## src/rtl/riscorvo_dmem_bridge_if.sv

```systemverilog
`timescale 1ns/1ps
`default_nettype none
// ============================================================================
//  Module      : riscorvo_dmem_bridge_if
//  Description : Core-side data-memory request/response bundle for the
//                riscorvo data-memory bridge. Signal suffixes are written
//                from the bridge's point of view (_i into the bridge,
//                _o out of it).
//  Signals     : valid_data_i  request valid, held until ready
//                addr_data_i   byte address
//                write_data_i  store data
//                read_write_i  1 = write, 0 = read
//                mask_data_i   byte enables for writes
//                ready_data_o  one-cycle completion pulse
//                read_data_o   load data, valid with ready_data_o
//                err_o         bus-error pulse, coincident with ready
//  Modports    : master (core side), slave (bridge side)
//  Revision    : 1.0 - initial release
// ============================================================================
interface riscorvo_dmem_bridge_if;
    logic        valid_data_i;
    logic [31:0] addr_data_i;
    logic [31:0] write_data_i;
    logic        read_write_i;
    logic [3:0]  mask_data_i;
    logic        ready_data_o;
    logic [31:0] read_data_o;
    logic        err_o;

    modport master (
        output valid_data_i,
        output addr_data_i,
        output write_data_i,
        output read_write_i,
        output mask_data_i,
        input  ready_data_o,
        input  read_data_o,
        input  err_o
    );

    modport slave (
        input  valid_data_i,
        input  addr_data_i,
        input  write_data_i,
        input  read_write_i,
        input  mask_data_i,
        output ready_data_o,
        output read_data_o,
        output err_o
    );
endinterface
`default_nettype wire

```

## src/rtl/riscorvo_dmem_bridge.sv

```systemverilog
`timescale 1ns/1ps
`default_nettype none
// ============================================================================
//  Module      : riscorvo_dmem_bridge
//  Description : Slave bridge between the riscorvo core data port and a
//                single-port synchronous SRAM. One transaction at a time:
//                IDLE -> ACCESS -> WAIT -> RESP -> IDLE, or IDLE -> RESP for
//                addresses outside the RAM window (bus error).
//  Ports       : clock         rising-edge clock
//                reset         asynchronous active-high reset
//                bus           core request/response (slave modport)
//                busy_o        high whenever a transaction is in flight
//                sram_ce_o     SRAM access strobe (ACCESS cycle only)
//                sram_we_o     SRAM write enable
//                sram_be_o     SRAM byte enables
//                sram_addr_o   SRAM word address
//                sram_wdata_o  SRAM write data
//                sram_rdata_i  SRAM read data, READ_LATENCY after strobe
//  Revision    : 1.0 - initial release
// ============================================================================
module riscorvo_dmem_bridge #(
    parameter logic [31:0] BASE_ADDR    = 32'h0000_0000,
    parameter int          DEPTH_WORDS  = 1024,
    parameter int          READ_LATENCY = 1,
    parameter int          WAIT_STATES  = 0,
    localparam int         ADDR_W       = $clog2(DEPTH_WORDS)
) (
    input  logic                  clock,
    input  logic                  reset,
    riscorvo_dmem_bridge_if.slave bus,
    output logic                  busy_o,
    output logic                  sram_ce_o,
    output logic                  sram_we_o,
    output logic [3:0]            sram_be_o,
    output logic [ADDR_W-1:0]     sram_addr_o,
    output logic [31:0]           sram_wdata_o,
    input  logic [31:0]           sram_rdata_i
);

    // Counter must hold RL+WS and the capture point WS+1.
    localparam int                 c_CNT_W        = $clog2(READ_LATENCY + WAIT_STATES + 2);
    // 33 bits so a 4 GiB window does not wrap to zero.
    localparam logic [32:0]        c_WINDOW_BYTES = 33'(DEPTH_WORDS) << 2;
    localparam logic [c_CNT_W-1:0] c_N_READ       = c_CNT_W'(READ_LATENCY + WAIT_STATES);
    localparam logic [c_CNT_W-1:0] c_N_WRITE      = c_CNT_W'(WAIT_STATES);
    // In WAIT the counter starts at N and steps down once per cycle; it
    // equals WS+1 exactly READ_LATENCY cycles after the ACCESS cycle.
    localparam logic [c_CNT_W-1:0] c_CAPTURE      = c_CNT_W'(WAIT_STATES + 1);

    typedef enum logic [1:0] {
        S_IDLE   = 2'd0,
        S_ACCESS = 2'd1,
        S_WAIT   = 2'd2,
        S_RESP   = 2'd3
    } state_t;

    state_t              r_state;
    state_t              w_state_nxt;

    logic [31:0]         w_offset;
    logic                w_in_window;
    logic                w_accept;
    logic                w_ready;
    logic                w_err;
    logic [c_CNT_W-1:0]  w_count_load;

    logic [ADDR_W-1:0]   r_word_addr;
    logic [31:0]         r_wdata;
    logic                r_rw;
    logic [3:0]          r_mask;
    logic                r_err;
    logic [c_CNT_W-1:0]  r_count;
    logic [31:0]         r_rdata;

    // Wrapping subtraction: addresses below the base become huge offsets
    // and therefore fall outside the window.
    assign w_offset     = bus.addr_data_i - BASE_ADDR;
    assign w_in_window  = ({1'b0, w_offset} < c_WINDOW_BYTES);
    assign w_count_load = r_rw ? c_N_WRITE : c_N_READ;

    // ------------------------------------------------------------------
    // State register
    // ------------------------------------------------------------------
    always_ff @(posedge clock or posedge reset) begin
        if (reset) begin
            r_state <= S_IDLE;
        end else begin
            r_state <= w_state_nxt;
        end
    end

    // ------------------------------------------------------------------
    // Next state and state-decoded outputs
    // ------------------------------------------------------------------
    always_comb begin
        w_state_nxt = r_state;
        w_accept    = 1'b0;
        w_ready     = 1'b0;
        w_err       = 1'b0;
        sram_ce_o   = 1'b0;
        sram_we_o   = 1'b0;
        sram_be_o   = 4'h0;
        busy_o      = (r_state != S_IDLE);

        case (r_state)
            S_IDLE: begin
                if (bus.valid_data_i) begin
                    w_accept    = 1'b1;
                    w_state_nxt = w_in_window ? S_ACCESS : S_RESP;
                end
            end
            S_ACCESS: begin
                sram_ce_o   = 1'b1;
                sram_we_o   = r_rw;
                sram_be_o   = r_rw ? r_mask : 4'hF;
                w_state_nxt = (w_count_load == '0) ? S_RESP : S_WAIT;
            end
            S_WAIT: begin
                if (r_count == c_CNT_W'(1)) begin
                    w_state_nxt = S_RESP;
                end
            end
            S_RESP: begin
                w_ready     = 1'b1;
                w_err       = r_err;
                w_state_nxt = S_IDLE;
            end
            default: begin
                w_state_nxt = S_IDLE;
            end
        endcase
    end

    // ------------------------------------------------------------------
    // Request latch, wait counter and load-data capture
    // ------------------------------------------------------------------
    always_ff @(posedge clock or posedge reset) begin
        if (reset) begin
            r_word_addr <= '0;
            r_wdata     <= '0;
            r_rw        <= 1'b0;
            r_mask      <= 4'h0;
            r_err       <= 1'b0;
            r_count     <= '0;
            r_rdata     <= '0;
        end else begin
            if (w_accept) begin
                r_word_addr <= w_offset[ADDR_W+1:2];
                r_wdata     <= bus.write_data_i;
                r_rw        <= bus.read_write_i;
                r_mask      <= bus.mask_data_i;
                r_err       <= ~w_in_window;
                // A faulting load returns zero; a faulting store leaves
                // the last load data untouched.
                if (!w_in_window && !bus.read_write_i) begin
                    r_rdata <= '0;
                end
            end

            if (r_state == S_ACCESS) begin
                r_count <= w_count_load;
            end else if (r_state == S_WAIT) begin
                r_count <= r_count - c_CNT_W'(1);
            end

            if (r_state == S_WAIT && !r_rw && r_count == c_CAPTURE) begin
                r_rdata <= sram_rdata_i;
            end
        end
    end

    assign bus.ready_data_o = w_ready;
    assign bus.err_o        = w_err;
    assign bus.read_data_o  = r_rdata;
    assign sram_addr_o      = r_word_addr;
    assign sram_wdata_o     = r_wdata;

endmodule
`default_nettype wire

```

## src/flat_wrapper.sv

```systemverilog
// flat-port wrapper written by rule: the top's interface ports become plain ports
module riscorvo_dmem_bridge_flat 
#(
    parameter logic [31:0] BASE_ADDR    = 32'h0000_0000,
    parameter int          DEPTH_WORDS  = 1024,
    parameter int          READ_LATENCY = 1,
    parameter int          WAIT_STATES  = 0,
    localparam int         ADDR_W       = $clog2(DEPTH_WORDS)
)
  (clock, reset, busy_o, sram_ce_o, sram_we_o, sram_be_o, sram_addr_o, sram_wdata_o, sram_rdata_i, bus_valid_data_i, bus_addr_data_i, bus_write_data_i, bus_read_write_i, bus_mask_data_i, bus_ready_data_o, bus_read_data_o, bus_err_o);
  riscorvo_dmem_bridge_if bus_i ();
  input  logic clock;
  input  logic reset;
  output logic busy_o;
  output logic sram_ce_o;
  output logic sram_we_o;
  output logic [3:0] sram_be_o;
  output logic [ADDR_W-1:0] sram_addr_o;
  output logic [31:0] sram_wdata_o;
  input  logic [31:0] sram_rdata_i;
  input wire logic [$bits(bus_i.valid_data_i)-1:0] bus_valid_data_i;
  input wire logic [$bits(bus_i.addr_data_i)-1:0] bus_addr_data_i;
  input wire logic [$bits(bus_i.write_data_i)-1:0] bus_write_data_i;
  input wire logic [$bits(bus_i.read_write_i)-1:0] bus_read_write_i;
  input wire logic [$bits(bus_i.mask_data_i)-1:0] bus_mask_data_i;
  output wire logic [$bits(bus_i.ready_data_o)-1:0] bus_ready_data_o;
  output wire logic [$bits(bus_i.read_data_o)-1:0] bus_read_data_o;
  output wire logic [$bits(bus_i.err_o)-1:0] bus_err_o;
  assign bus_i.valid_data_i = bus_valid_data_i;
  assign bus_i.addr_data_i = bus_addr_data_i;
  assign bus_i.write_data_i = bus_write_data_i;
  assign bus_i.read_write_i = bus_read_write_i;
  assign bus_i.mask_data_i = bus_mask_data_i;
  assign bus_ready_data_o = bus_i.ready_data_o;
  assign bus_read_data_o = bus_i.read_data_o;
  assign bus_err_o = bus_i.err_o;
  riscorvo_dmem_bridge #(.BASE_ADDR(BASE_ADDR), .DEPTH_WORDS(DEPTH_WORDS), .READ_LATENCY(READ_LATENCY), .WAIT_STATES(WAIT_STATES)) u_core (.clock(clock), .reset(reset), .bus(bus_i), .busy_o(busy_o), .sram_ce_o(sram_ce_o), .sram_we_o(sram_we_o), .sram_be_o(sram_be_o), .sram_addr_o(sram_addr_o), .sram_wdata_o(sram_wdata_o), .sram_rdata_i(sram_rdata_i));
endmodule
```

## config.mk

```make
export PLATFORM = sky130hd
export DESIGN_NAME = riscorvo_dmem_bridge_flat
export DESIGN_NICKNAME = d
export VERILOG_FILES = /design/src/rtl/riscorvo_dmem_bridge_if.sv /design/src/rtl/riscorvo_dmem_bridge.sv /design/src/flat_wrapper.sv
export SDC_FILE = /design/constraint.sdc
export NUM_CORES = 1
export LEC_CHECK = 0
export ABC_AREA = 1
export BUFFER_PORTS_ARGS = -buffer_cell sky130_fd_sc_hd__buf_4
export CELL_PAD_IN_SITES_DETAIL_PLACEMENT = 0
export CELL_PAD_IN_SITES_GLOBAL_PLACEMENT = 2
export CORE_ASPECT_RATIO = 1.25
export CORE_MARGIN = 2
export CORE_UTILIZATION = 22
export CTS_CLUSTER_DIAMETER = 50
export DETAILED_ROUTE_END_ITERATION = 10
export PLACE_DENSITY = 0.81
export SLEW_MARGIN = 5
export SYNTH_ARGS = -nofsm -noshare
export SYNTH_HDL_FRONTEND = slang
export SYNTH_SLANG_ARGS = --single-unit
```

## constraint.sdc

```tcl
create_clock -name clock -period 2.5 [get_ports clock]
set_input_delay 0.25 -clock clock [delete_from_list [all_inputs] [get_ports clock]]
set_output_delay 0.25 -clock clock [all_outputs]
set_load 0.03 [all_outputs]
```

-- After elaboration in Yosys (flattened, before gate mapping)
Cells that the tools add are included.
- register bits: 84
- input port bits: 104
- word-level logic and storage cells: 50
- add/subtract/negate cells: 1
- order comparisons: 1
- equal/unequal tests: 6
- mux-type cells: 19
- bitwise gates (word level): 1
- reduce and logical (&&, ||, !) cells: 14
- operators by type and width (kind ; number):
    $mux 32 ; 3
    $lt 32x13->1 const B ; 1
    $mux 2 ; 5
    $mux 1 ; 8
    $mux 4 ; 2
    $pmux 2 s4 ; 1
    $reduce_bool 2->1 ; 4
    $eq 2x1->1 const B ; 2
    $eq 2x2->1 const B ; 2
    $logic_not 2->1 ; 2
    $reduce_and 2->1 ; 2
    $logic_and 1x1->1 ; 3
    $logic_not 1->1 ; 3
    $ne 2x1->1 const B ; 1
    $ne 2x2->1 const B ; 1
    $sub 2x1->2 const B ; 1
    $not 1->1 ; 1

-- Longest topological paths before layout
- depth in word-level cells: 6
- gate-level depth with buffers: 8

-- Worst setup path after synthesis
No wires, ideal clock.
- path type: flip-flop to output port
- start: register u_core.r_state[1]
- end: output sram_be_o[0]
- arrival: 1.532 ns
- required time: 2.250 ns
- setup slack: 0.718 ns
- cell stages (with the launch flop): 5
- buffers on the path: 0
- cell sequence: dfrtp_1 inv_1 ha_1 inv_1 a21oi_1
- word-level cells in the longest chain between the ends: 2
- RTL lines (item ; line ; source):
    start, declared ; riscorvo_dmem_bridge.sv:57 ; state_t r_state;
    start signal, assigned ; riscorvo_dmem_bridge.sv:88 ; r_state <= w_state_nxt;
    $eq 2x1->1 ; riscorvo_dmem_bridge.sv:105 ; case (r_state)
    $mux 4 ; riscorvo_dmem_bridge.sv:105 ;
    end, declared ; flat_wrapper.sv:17 ; output logic [3:0] sram_be_o;
Every way passes these cells.

-- Worst setup path after layout
- start: register u_core.r_state[1]
- end: output sram_be_o[1]
The elaborated chain is that of the path after synthesis.

==> implementation parameters <==
Parameter                              Value

Yosys
  Sequential share of the synthesized area ... 0.600
  Most area-consuming cells after synthesis ... dfrtp_1 (60%), nand2_1 (22%), nand3_1 (4.0%), ha_1 (2.1%), inv_1 (1.8%)
  Register bit count reported by yosys ... 84
  Post-synth cell types ... 21
  Cell Area, Synth ... 3500 µm²
  Post-synthesis area per instance ... slightly below 9 µm²
  Synthesized netlist cell count ... 400
  Nets in the synthesized netlist ... 510
  Fraction of post-synthesis cell area in the top cell type by area ... 0.600
  Largest area contributor in the synthesized netlist ... dfrtp_1
  YS warnings ... 0

Routing
  First-pass iteration count of the detailed router ... 4
  Final antenna-violating net count ... 0
  Wire length per cell after detailed routing ... about 13 µm
  Iteration-0 DRC Markers ... approximately 140
  Vias ... between 3000 and 4000
  Per-cell via count in the routed design ... about 4.0
  DRC violations left ... 0
  Routed wire length ... between 10 and 15 mm

STA
  Final setup violating endpoints ... 0
  Setup TNS Final ... 0 ns
  Count of pins over their slew limit ... 0
  Setup repair after global routing missed its margin ... false
  Final critical-path required period ... between 1.5 and 2 ns
  Worst-case hold slack ... 0.102 ns
  Setup Skew ... 0.00633 ns
  Part of the cycle the worst path needs ... 0.749
  Worst-margin pin slew ... between 0.6 and 0.7 ns
  Fin. Hold Viols ... 0
  FMAX ... approximately 0.53 GHz
  Headroom to the max-slew limit ... 0.570

Setup path
  Worst path buffer plus inverter count ... 3
  Crit. End Element ... primary output
  Data arrival at the endpoint of the critical path ... ~1.6 ns
  Slowest cell on crit path ... dfrtp_1
  Cell mode on critical path ... inv_1
  Req. time, crit path ... 2.25 ns
  Crit Path Category ... register to primary output
  Kind of launch point of the worst setup path ... register
  Family with the most delay on the worst path ... buffers and inverters
  Maximum fanout encountered on the critical timing path ... 5
  Ordered cell list for the critical path ... inv_1, ha_1, inv_1, a21oi_1, buf_4
  Slowest stage delay, CP ... roughly 0.42 ns
  R2R cell count ... 7
  Depth of the critical timing path with buffers and inverters included ... 5

Finish
  Fraction of the core area covered by cells at the end of the flow ... 0.347
  Register area ... approximately 2100 µm²
  Commonest cells after routing, fill and taps aside ... nand2_1 (206), buf_4 (189), dfrtp_1 (84)
  Area delta synth->final ... 54.2%
  Layout Nets ... 694
  Antenna diode instance count ... 0
  Fill cell count ... around 1700
  Multi-input gate area ... around 1200 µm²
  Fraction of final layout cells sized beyond drive strength 1 ... 0.364
  Commonest non-fill, non-tap cell in the layout ... nand2_1

Clock tree
  Sinks on the clock net ... 84
  Clk buf depth ... 2
  Clock root buffer ... clkbuf_16
  Hold-fix buffers at CTS ... 1
  CTS HTree Levels ... 3
  CTS-repair resized insts ... 0
  Clock slew at the register clock pins of the worst setup and hold paths ... around 0.060 ns
  Post-CTS Repair Setup Buffers ... 0
  Insertion delay of the later-clocked pin in the worst-skew pair ... roughly 0.34 ns
  Inserted Clock Buffers ... 9
  Clock tree from TritonCTS ... yes

Min path
  Hold Path Depth ... 3
  Worst min path class ... input port to register

Pwr
  Power after layout ... between 7 and 8 mW
  Power density over cell area ... 1300 nW/µm²
  Sw frac ... 0.433
  Psw ... ~3.0 mW
  Static leakage ... 2.99 nW
  Sequential share of power ... 0.326
  Part of the total power dissipated in combinational logic ... 0.488
  Maximum VDD drop ... 0.558 mV
  Clock share of power ... 0.186
  Internal Power ... between 3 and 4 mW

Die
  Total I/O pin count ... around 190
  Starting density of the core ... 0.225
  Total Die Area ... about 17000 µm²
  Core Box Area ... around 16000 µm²
  Chip Height ... 145 µm
  Die span in x ... around 120 µm
  Cell Rows ... 51

Run status
  Status ... finished, final reports clean

Global route
  Met2 routing resource usage after global routing ... 0.211
  Number of antenna violations at the first check in global routing ... 0
  Routing usage on met3 ... 0.0322
  Global-route wire length before repair ... about 16 mm
  Tot GR Track Use ... 0.123
  Pin count of the biggest net entering global routing ... 46
  Vias in the first global route ... 3307
  Met1 global-route usage ... 0.140
  Remaining global-route overflow ... 0
  Layer with the highest usage ... met2

Place
  # port buffers ... 184
  Detailed-placement wirelength estimate ... about 7.3 mm
  Routability-driven placement congestion ratio ... 0.702

Run
  Max-cap violations ... 0
routing by layer:
layer	vias to the layer above	wire [µm]
met5	-	0
met4	0	210
met3	14	732
met2	117	5060
met1	1445	4110
li1	1603	-
area by class of cell:
cell class / count / area share
Clock inverter: 2 / 0.00649
Multi-Input combinational cell: 280 / 0.228
Inverter: 18 / 0.0127
Tap cell: 212 / 0.0491
Timing Repair Buffer: 191 / 0.268
Sequential cell: 84 / 0.389
Clock buffer: 13 / 0.0463
synth_stat cells:
master	instances
nand2_2	1
inv_2	1
a22oi_1	1
o211ai_1	1
o21ai_0	9
nand2_1	206
nor2_1	11
nand3_4	1
dfrtp_1	84
a21oi_1	6
inv_1	17
nor2_2	2
nand3_1	28
o22ai_1	1
clkbuf_1	7
buf_8	1
buf_6	2
buf_2	8
ha_1	6
nand3_2	6
and2_1	1
final timing paths:
| check | startpoint | end | slack, ns |
|---|---|---|---|
| max | u_core.r_state[1] | sram_be_o[1] | 0.63 |
| min | bus_write_data_i[13] | u_core.sram_wdata_o[13] | 0.10 |
| max reg2reg | u_core.r_state[0] | u_core.bus.read_data_o[7] | 0.79 |
| min reg2reg | u_core.sram_wdata_o[8] | u_core.sram_wdata_o[8] | 0.48 |
| max in group asynchronous | reset | u_core.sram_addr_o[6] | 1.23 |
| min in group asynchronous | reset | u_core.sram_addr_o[1] | 0.53 |
logic make-up (layout without fill, tap and decap cells):
family	Yosys count	count (layout)	synth area share
and+or+nand+nor	256	256	0.302
DFF	84	84	0.600
buffers and inverters	36	224	0.0489
AOI/OAI and AO/OA	18	18	0.0275
adders and majority gates	6	6	0.0214
worst reg2reg max path, delay by kind of cell (launching register included):
kind / cells / cell delay, ns
buffers and inverters: 2 / 0.31
flip-flops: 1 / 0.41
AND/OR/NAND/NOR: 4 / 0.67
adder cells (fa/ha/maj): 1 / 0.20
per-stage QoR:
step	instances	worst slack [ns]	instance area, µm²
floorplan	400	0.0849	3500
global placement	784	0.819	5100
detailed placement	784	0.748	5100
CTS	800	0.588	5400
global route	800	0.469	5400
finish	800	0.628	5400
flip-flops by register name (all words and copies together) (netlist names):
name	count
u_core.bus.read_data_o	32
u_core.sram_wdata_o	32
u_core.sram_addr_o	10
u_core.r_count	2
u_core.r_err	1
u_core.r_mask	4
u_core.r_rw	1
u_core.r_state	2
power groups by stage:
| stage | sequential, mW | clock [mW] | combinational, mW |
|---|---|---|---|
| floorplan | 3.28 | 0 | 1.16 |
| global placement | 2.30 | 0 | 3.46 |
| detailed placement | 2.31 | 0 | 3.51 |
| CTS | 2.30 | 1.37 | 3.51 |
| global route | 2.36 | 1.41 | 3.76 |
| finish | 2.30 | 1.31 | 3.44 |
No activity file was read; power rests on OpenSTA's default activity.
